--- src/rtl/mem_port_arbiter.sv ---
// Round-robin arbiter sharing one single-port synchronous RAM between NREQ requesters.
// Sequences full writes, reads and read-modify-write for partial byte-enable writes.
module mem_port_arbiter #(
    parameter int unsigned NREQ  = 2,
    parameter int unsigned DEPTH = 256,
    parameter int unsigned AW    = 32
) (
    input  logic                 clk_i,
    input  logic                 rst_n_i,
    input  logic [NREQ-1:0]      req_valid_i,
    output logic [NREQ-1:0]      req_ready_o,
    input  logic [NREQ-1:0]      req_we_i,
    input  logic [NREQ*AW-1:0]   req_addr_i,
    input  logic [NREQ*32-1:0]   req_wdata_i,
    input  logic [NREQ*4-1:0]    req_be_i,
    output logic [NREQ-1:0]      rsp_valid_o,
    output logic [31:0]          rsp_rdata_o,
    output logic                 rsp_err_o,
    output logic                 mem_we_o,
    output logic [31:0]          mem_addr_o,
    output logic [31:0]          mem_data_o,
    input  logic [31:0]          mem_q_i
);

    localparam int unsigned PW  = (NREQ > 1) ? $clog2(NREQ) : 1;
    localparam int unsigned ADW = $clog2(DEPTH);

    typedef enum logic [2:0] {
        S_IDLE, S_RD, S_RD_WAIT, S_WR, S_MRG_WR, S_RESP
    } state_t;

    state_t             r_state;
    logic [PW-1:0]      r_ptr;
    logic [PW-1:0]      r_gnt;
    logic               r_we;
    logic [31:0]        r_wdata;
    logic [3:0]         r_be;
    logic [ADW-1:0]     r_addr;
    logic [NREQ-1:0]    r_rsp_valid;
    logic [31:0]        r_rsp_rdata;
    logic               r_rsp_err;
    logic               r_mem_we;
    logic [31:0]        r_mem_data;

    logic               w_found;
    logic [PW-1:0]      w_gnt;
    logic [PW:0]        w_k;
    logic [AW-1:0]      w_addr;
    logic               w_we;
    logic [31:0]        w_wdata;
    logic [3:0]         w_be;
    logic               w_oor;
    logic [31:0]        w_merged;
    logic [NREQ-1:0]    w_gnt_oh;
    logic [NREQ-1:0]    w_own_oh;
    logic [PW-1:0]      w_ptr_nxt;

    // Scan from r_ptr upward (wrapping); the lowest offset with valid wins.
    always_comb begin
        w_found = 1'b0;
        w_gnt   = '0;
        w_k     = '0;
        for (int i = NREQ - 1; i >= 0; i--) begin
            w_k = (PW+1)'(r_ptr) + (PW+1)'(i);
            if (w_k >= (PW+1)'(NREQ)) begin
                w_k = w_k - (PW+1)'(NREQ);
            end
            if (req_valid_i[w_k[PW-1:0]]) begin
                w_found = 1'b1;
                w_gnt   = w_k[PW-1:0];
            end
        end
    end

    assign w_addr  = req_addr_i[int'(w_gnt) * AW +: AW];
    assign w_we    = req_we_i[w_gnt];
    assign w_wdata = req_wdata_i[int'(w_gnt) * 32 +: 32];
    assign w_be    = req_be_i[int'(w_gnt) * 4 +: 4];
    assign w_oor   = 64'(w_addr) >= 64'(DEPTH);

    assign w_gnt_oh  = NREQ'(1'b1) << w_gnt;
    assign w_own_oh  = NREQ'(1'b1) << r_gnt;
    assign w_ptr_nxt = (r_gnt == PW'(NREQ - 1)) ? '0 : r_gnt + PW'(1);

    always_comb begin
        w_merged = '0;
        for (int k = 0; k < 4; k++) begin
            w_merged[8*k +: 8] = r_be[k] ? r_wdata[8*k +: 8] : mem_q_i[8*k +: 8];
        end
    end

    // Ready is gated by reset so nothing is accepted while rst_n_i is low.
    assign req_ready_o = (r_state == S_IDLE && w_found && rst_n_i) ? w_gnt_oh : '0;

    always_ff @(posedge clk_i or negedge rst_n_i) begin
        if (!rst_n_i) begin
            r_state     <= S_IDLE;
            r_ptr       <= '0;
            r_gnt       <= '0;
            r_we        <= 1'b0;
            r_wdata     <= '0;
            r_be        <= '0;
            r_addr      <= '0;
            r_rsp_valid <= '0;
            r_rsp_rdata <= '0;
            r_rsp_err   <= 1'b0;
            r_mem_we    <= 1'b0;
            r_mem_data  <= '0;
        end else begin
            r_rsp_valid <= '0;
            r_rsp_rdata <= '0;
            r_rsp_err   <= 1'b0;
            r_mem_we    <= 1'b0;
            r_mem_data  <= '0;
            case (r_state)
                S_IDLE: begin
                    if (w_found) begin
                        r_gnt   <= w_gnt;
                        r_we    <= w_we;
                        r_wdata <= w_wdata;
                        r_be    <= w_be;
                        r_addr  <= w_addr[ADW-1:0];
                        if (w_oor) begin
                            r_state     <= S_RESP;
                            r_rsp_valid <= w_gnt_oh;
                            r_rsp_err   <= 1'b1;
                        end else if (w_we && w_be == 4'h0) begin
                            r_state     <= S_RESP;
                            r_rsp_valid <= w_gnt_oh;
                        end else if (w_we && w_be == 4'hF) begin
                            r_state    <= S_WR;
                            r_mem_we   <= 1'b1;
                            r_mem_data <= w_wdata;
                        end else begin
                            r_state <= S_RD;
                        end
                    end
                end
                S_WR: begin
                    r_state     <= S_RESP;
                    r_rsp_valid <= w_own_oh;
                end
                S_RD: begin
                    r_state <= S_RD_WAIT;
                end
                S_RD_WAIT: begin
                    if (r_we) begin
                        r_state    <= S_MRG_WR;
                        r_mem_we   <= 1'b1;
                        r_mem_data <= w_merged;
                    end else begin
                        r_state     <= S_RESP;
                        r_rsp_valid <= w_own_oh;
                        r_rsp_rdata <= mem_q_i;
                    end
                end
                S_MRG_WR: begin
                    r_state     <= S_RESP;
                    r_rsp_valid <= w_own_oh;
                end
                S_RESP: begin
                    r_state <= S_IDLE;
                    r_ptr   <= w_ptr_nxt;
                end
                default: begin
                    r_state <= S_IDLE;
                end
            endcase
        end
    end

    assign rsp_valid_o = r_rsp_valid;
    assign rsp_rdata_o = r_rsp_rdata;
    assign rsp_err_o   = r_rsp_err;
    assign mem_we_o    = r_mem_we;
    assign mem_addr_o  = 32'(r_addr);
    assign mem_data_o  = r_mem_data;

endmodule

--- config.mk ---
export PLATFORM = sky130hd
export DESIGN_NAME = mem_port_arbiter
export DESIGN_NICKNAME = d
export VERILOG_FILES = /design/src/rtl/mem_port_arbiter.sv
export SDC_FILE = /design/constraint.sdc
export NUM_CORES = 1
export LEC_CHECK = 0
export BUFFER_PORTS_ARGS = -buffer_cell sky130_fd_sc_hd__buf_2
export CAP_MARGIN = 5
export CORE_ASPECT_RATIO = 1.75
export CORE_MARGIN = 2
export CORE_UTILIZATION = 30
export DETAILED_ROUTE_END_ITERATION = 16
export PLACE_DENSITY_LB_ADDON = 0.3
export REMOVE_ABC_BUFFERS = 1
export SLEW_MARGIN = 20
export SYNTH_ARGS = -nofsm -noshare
export SYNTH_HDL_FRONTEND = slang
export SYNTH_SLANG_ARGS = --single-unit
--- constraint.sdc ---
create_clock -name clk_i -period 2.2 [get_ports clk_i]
set_clock_uncertainty 0.2 [all_clocks]
set_input_delay 0.44 -clock clk_i [delete_from_list [all_inputs] [get_ports clk_i]]
set_output_delay 0.44 -clock clk_i [all_outputs]
set_load 0.03 [all_outputs]
Yosys cells after proc, flatten, opt, wreduce, memory -nomap -nowiden --
Cells that the tools add are included. W data, S select, Z words.
Operators by class: bitwise operators 0, equality and inequality tests 7, divide/modulo/power cells 0, shifts and indexed selects 5, order comparisons 6, muxes and demuxes 46, reductions and logical operators 8, multipliers 0, add/sub/neg operators 4
Operators with widths (count):
- $mux W32 | 7
- $shiftx A64 B7 Y32 | 2
- $pmux W32 S2 | 1
- $ge A32 B9 Y1 const B | 1
- $mux W8 | 4
- $mux W1 | 22
- $mux W2 | 6
- $pmux W3 S4 | 1
- $mux W3 | 3
- $shiftx A8 B4 Y4 | 1
- $eq A3 B2 Y1 const B | 2
- $eq A3 B3 Y1 const B | 2
- $lt A1 B2 Y1 const B | 3
- $pmux W2 S3 | 1
- $eq A4 B4 Y1 const B | 1
- $logic_and A1 B1 Y1 | 4
- $logic_not A4 Y1 | 1
- $shl A1 B1 Y2 const A | 2
- $eq A3 B1 Y1 const B | 1
- $logic_not A3 Y1 | 1
- $add A1 B1 Y2 const B | 1
- $ge A1 B2 Y1 const B | 1
- $ge A2 B2 Y1 const B | 1
- $ne A2 B2 Y1 const B | 1
- 5 further kinds | 6
Word-level totals: RAM bits 0, memories 0, register bits 118, input bits 174, memory bits (read-only) 0, latch bits 0

Longest topological paths before layout --
depth in word-level cells 15, mapped depth 8, gate-level depth less buffers 5

Least setup slack after synthesis --
Ideal clock, no wire load.
path kind input-to-output, start point input port req_valid_i[0], end point output port req_ready_o[1], buffers on the path 3, arrival time 1.909 ns, stages on the path 8, setup slack -0.349 ns, data required time 1.560 ns, path through inv_2 -> o21a_1 -> buf_2 -> and2_1 -> buf_4 -> buf_6 -> inv_1 -> nor3b_1
Between the ends: word-level cells in the longest chain between the ends 7
Ends and longest elaborated chain:
- start: declaration | line 10 | input logic [NREQ-1:0] req_valid_i,
- $mux W1 (implied by the code) (2 in a row) | line 68 | if (req_valid_i[w_k[PW-1:0]]) begin
- $mux W1 (2 in a row) | line 68
- $logic_and A1 B1 Y1 (2 in a row) | line 93 | assign req_ready_o = (r_state == S_IDLE && w_found && rst_n_i) ? w_gnt_oh : '0;
- $mux W2 * | line 93
- end: declaration | line 11 | output logic [NREQ-1:0] req_ready_o,
Mark *: on every way between the ends. The rest lies on a longest branch, timed or not. The select of a mux whose other input is x is not followed.

Worst setup path after layout --
start point register r_state[2], end point output port req_ready_o[0]
Between the ends: word-level cells in the longest chain between the ends 4
Ends and longest elaborated chain:
- start: declaration | line 32 | state_t r_state;
- start signal: assignment | line 97 | r_state <= S_IDLE;
- start signal: assignment | line 124 | r_state <= S_RESP;
- start signal: assignment | line 128 | r_state <= S_RESP;
- $logic_not A3 Y1 | line 93
- $logic_and A1 B1 Y1 (2 in a row) | line 93
- $mux W2 | line 93
Every way passes these cells.

==> run_summary.xml <==
<?xml version="1.0" encoding="UTF-8"?>
<metrics>
  <group name="die">
    <metric name="dieWidth" unit="um">104.1</metric>
    <metric name="fp.dieArea" unit="sq um">18660</metric>
    <metric name="floorplan_core_area" unit="sq um">17380</metric>
    <metric name="floorplan.rows" unit="">64</metric>
    <metric name="die_height" unit="um">179.2</metric>
    <metric name="initial_core_util" unit="%">30.29</metric>
    <metric name="ioPinCount" unit="">276</metric>
  </group>
  <group name="synthesis">
    <metric name="synth_top_cell_area_share" unit="%">56.10</metric>
    <metric name="synth_ff_type" unit="">dfrtp_1</metric>
    <metric name="leading_cell_type_by_number_of_instances_after_synthesis" unit="">dfrtp_1</metric>
    <metric name="synth.lib_cells_used.distinct" unit="">37</metric>
    <metric name="ys_seq_elements" unit="">118</metric>
    <metric name="post-synth-top-area-cell" unit="">dfrtp_1</metric>
    <metric name="synth.area.top_cells" unit="">dfrtp_1, mux2i_1, a22o_1</metric>
    <metric name="synthArstFlopShare" unit="%">100.0</metric>
    <metric name="post_synth.cell_area_avg" unit="sq um">11.44</metric>
    <metric name="number_of_flops_mapped_to_enable_cells_by_yosys" unit="">0</metric>
    <metric name="ys_top_cells_by_count" unit="">dfrtp_1, mux2i_1, nand2_1, and2_1</metric>
    <metric name="post_synth_inst_count" unit="">460</metric>
    <metric name="syn-cell-area" unit="sq um">5264</metric>
    <metric name="synth_sequential_area_ratio" unit="%">56.10</metric>
    <metric name="yosys_warnings" unit="">0</metric>
  </group>
  <group name="timing">
    <metric name="worst_slack" unit="ps">-44.29</metric>
    <metric name="timing.max_slew.rel_slack" unit="%">54.65</metric>
    <metric name="hold_viol_final" unit="">0</metric>
    <metric name="final-setup-viol-count" unit="">2</metric>
    <metric name="drv_slew" unit="">0</metric>
    <metric name="rsz0062_at_grt" unit="">true</metric>
    <metric name="timing.hold.ws" unit="ps">59.66</metric>
    <metric name="tightest_slew" unit="ps">680.3</metric>
    <metric name="timing.final.crit_period" unit="ps">2244</metric>
    <metric name="final.period_utilization" unit="%">102.0</metric>
    <metric name="max_freq" unit="MHz">445.6</metric>
  </group>
  <group name="critical_path">
    <metric name="crit_family" unit="">simple AND/OR/NAND/NOR gates</metric>
    <metric name="cp.required" unit="ps">1560</metric>
    <metric name="critical-path-slowest-cell" unit="">dfrtp_1</metric>
    <metric name="critPathBufInv" unit="">1</metric>
    <metric name="cp_max_fo" unit="">3</metric>
    <metric name="cp_data_arrival_time" unit="ps">1600</metric>
    <metric name="timing.critical_path.to_type" unit="">output pin</metric>
    <metric name="critical_path.max_stage_delay" unit="ps">400</metric>
    <metric name="worst_setup_start_kind" unit="">flop</metric>
    <metric name="crit_chain" unit="">nor3_4 -&gt; nor2b_2 -&gt; and3_1 -&gt; buf_4</metric>
    <metric name="timing.setup.critical_path_class" unit="">reg -&gt; out</metric>
  </group>
  <group name="run_status">
    <metric name="run_status" unit="">complete, but fails checks</metric>
    <metric name="failed_checks" unit="">negative setup slack</metric>
  </group>
  <group name="placement">
    <metric name="place_hpwl" unit="mm">11.73</metric>
    <metric name="finalWeightedCongestion" unit="">0.8080</metric>
    <metric name="io_buffers" unit="">251</metric>
    <metric name="place_ws" unit="ps">9.615</metric>
  </group>
  <group name="global_routing">
    <metric name="wire_length_of_the_first_global_routing_pass" unit="mm">24.64</metric>
    <metric name="global_route.overflow_total" unit="">0</metric>
    <metric name="antenna_found_initial" unit="">0</metric>
    <metric name="grt_start_max_net_pins" unit="">116</metric>
    <metric name="overall_track_demand_over_capacity_in_global_routing" unit="%">17.69</metric>
    <metric name="grt_pass1_vias" unit="">4555</metric>
  </group>
  <group name="power_and_ir_drop">
    <metric name="clockPowerShare" unit="%">31.9</metric>
    <metric name="p_sw_share" unit="%">34.68</metric>
    <metric name="vdd_drop_max" unit="mV">0.4982</metric>
    <metric name="share_comb_of_total_power" unit="%">31.9</metric>
    <metric name="cell_internal_pwr" unit="mW">5.742</metric>
    <metric name="power-per-cell-area" unit="nW/um^2">1184</metric>
    <metric name="power.leakage" unit="nW">4.079</metric>
    <metric name="total_switching_power" unit="mW">3.049</metric>
    <metric name="power.share.sequential" unit="%">36.3</metric>
    <metric name="total_power" unit="mW">8.792</metric>
  </group>
  <group name="final_layout">
    <metric name="antenna_cells_inserted" unit="">0</metric>
    <metric name="multiInputGateArea" unit="sq um">2091</metric>
    <metric name="layout.area.seq" unit="sq um">2953</metric>
    <metric name="final_net_count" unit="">896</metric>
    <metric name="area_growth" unit="%">41.10</metric>
    <metric name="drive_gt1_share" unit="%">43.19</metric>
    <metric name="fill_cell_instance_count_of_the_final_layout" unit="">1747</metric>
  </group>
  <group name="route">
    <metric name="first_iter_violations" unit="">172</metric>
    <metric name="drc" unit="">0</metric>
    <metric name="route.antenna.remaining_nets" unit="">0</metric>
    <metric name="vias_per_cell" unit="">4.662</metric>
    <metric name="detail_route.wirelength" unit="mm">16.07</metric>
    <metric name="via_count" unit="">4499</metric>
    <metric name="dr.pass1.iters" unit="">4</metric>
    <metric name="wl_per_cell" unit="um">16.66</metric>
  </group>
  <group name="clock_network">
    <metric name="path_clk_slew" unit="ps">50</metric>
    <metric name="tritoncts" unit="">done</metric>
    <metric name="cts.path.max_buffers" unit="">2</metric>
    <metric name="clock_insertion_delay_worst_skew" unit="ps">400</metric>
    <metric name="cts.sinks" unit="">118</metric>
    <metric name="cts-htree-levels" unit="">4</metric>
    <metric name="cts-buffers-inserted" unit="">17</metric>
    <metric name="clock-root-buffer" unit="">clkbuf_16</metric>
  </group>
  <group name="hold_path">
    <metric name="holdCritPathClass" unit="">in -&gt; reg</metric>
  </group>
  <group name="job">
    <metric name="maxCapViolCount" unit="">0</metric>
  </group>
</metrics>
[through the flow]
step           setup TNS, ps  utilization (%)  instances  instance area (sq um)
4_1_cts               -115.0            42.70        964                   7420
6_report              -79.94            42.74        965                   7427
3_5_place_dp               0            39.03        931                   6783
2_1_floorplan         -63100                -        428                   5021
3_3_place_gp               0            39.03        931                   6783
5_1_grt               -262.3            42.74        965                   7427
[registers in the layout (all words and copies together) (netlist names), 2 cells and up]
| name | cells |
|---|---|
| r_state | 3 |
| mem_data_o | 32 |
| r_addr | 8 |
| rsp_valid_o | 2 |
| r_wdata | 32 |
| r_be | 4 |
| rsp_rdata_o | 32 |
[worst paths after layout]
path,startpoint,to,slack [ps],depth (start not counted)
max in group asynchronous,rst_n_i,mem_data_o[6],750,3
hold / removal,mem_q_i[22],rsp_rdata_o[22],60,2
setup / recovery,r_state[2],req_ready_o[0],-40,4
min in group asynchronous,rst_n_i,rsp_valid_o[1],190,2
setup reg to reg,r_ptr,mem_data_o[3],300,5
hold reg to reg,r_wdata[29],r_wdata[29],270,1
[power by group through the flow]
stage	clock network, mW	logic, mW	registers (mW)
final	2.80	2.80	3.19
after global routing	2.98	3.09	3.26
after CTS	2.88	2.85	3.20
after detailed placement	0	2.81	3.22
after global placement	0	2.78	3.21
after floorplan	0	1.42	3.50
[per-layer routing]
layer / vias up / GRT usage [%] / wire, um
li1: 2139 / - / -
met4: 0 / 6.306 / 289
met3: 13 / 3.526 / 669
met1: 2164 / 18.15 / 5775
met5: - / 0 / 0
met2: 183 / 35.14 / 9338
[cell families (layout without fill, tap and decap cells)]
| logic type | Yosys count | count (layout) | share of synthesized area, % |
|---|---|---|---|
| other | 1 | 24 | 0.07124 |
| multiplexers | 40 | 40 | 7.630 |
| flip-flops | 118 | 118 | 56.10 |
| buffers and inverters | 59 | 310 | 6.537 |
| AND/OR/NAND/NOR | 119 | 119 | 11.55 |
| AO/OA/AOI/OAI | 123 | 123 | 18.11 |
[final cells by class]
cell class,instances,area share (%)
inverter,4,0.2022
timing repair buffer,275,19.98
clock buffer,18,5.913
sequential,118,39.76
multi-input combinational,306,28.15
tap,231,3.892
clock inverter,13,2.106
[cells in the final DEF (no fill, tap or decap), types with 2 or more instances in the layout]
cell type,count
a21o_1,27
nand2_1,35
buf_2,248
o2bb2ai_1,26
clkinv_2,5
bufinv_16,3
buf_12,3
clkinv_4,2
inv_1,2
o21a_1,2
clkinvlp_4,2
and3_1,4
nand4_1,2
nor3_1,2
mux2i_1,39
o32ai_1,8
nand3_1,2
and2_1,32
dfrtp_1,118
a31oi_1,14
clkbuf_16,17
and4_1,2
nor2_1,19
a21oi_1,5
nor4_1,14
buf_4,23
a22o_1,26
o21ai_0,9
inv_2,2
conb_1,24
[repair_timing]
item,CTS,global route
setup buffers,1,1
hold buffers,1,0
pin swaps,3,3
endpoints found under the hold margin,3,0
resized for setup,7,0
setup endpoints to repair,2,2
(Power assumes the default switching activity.)
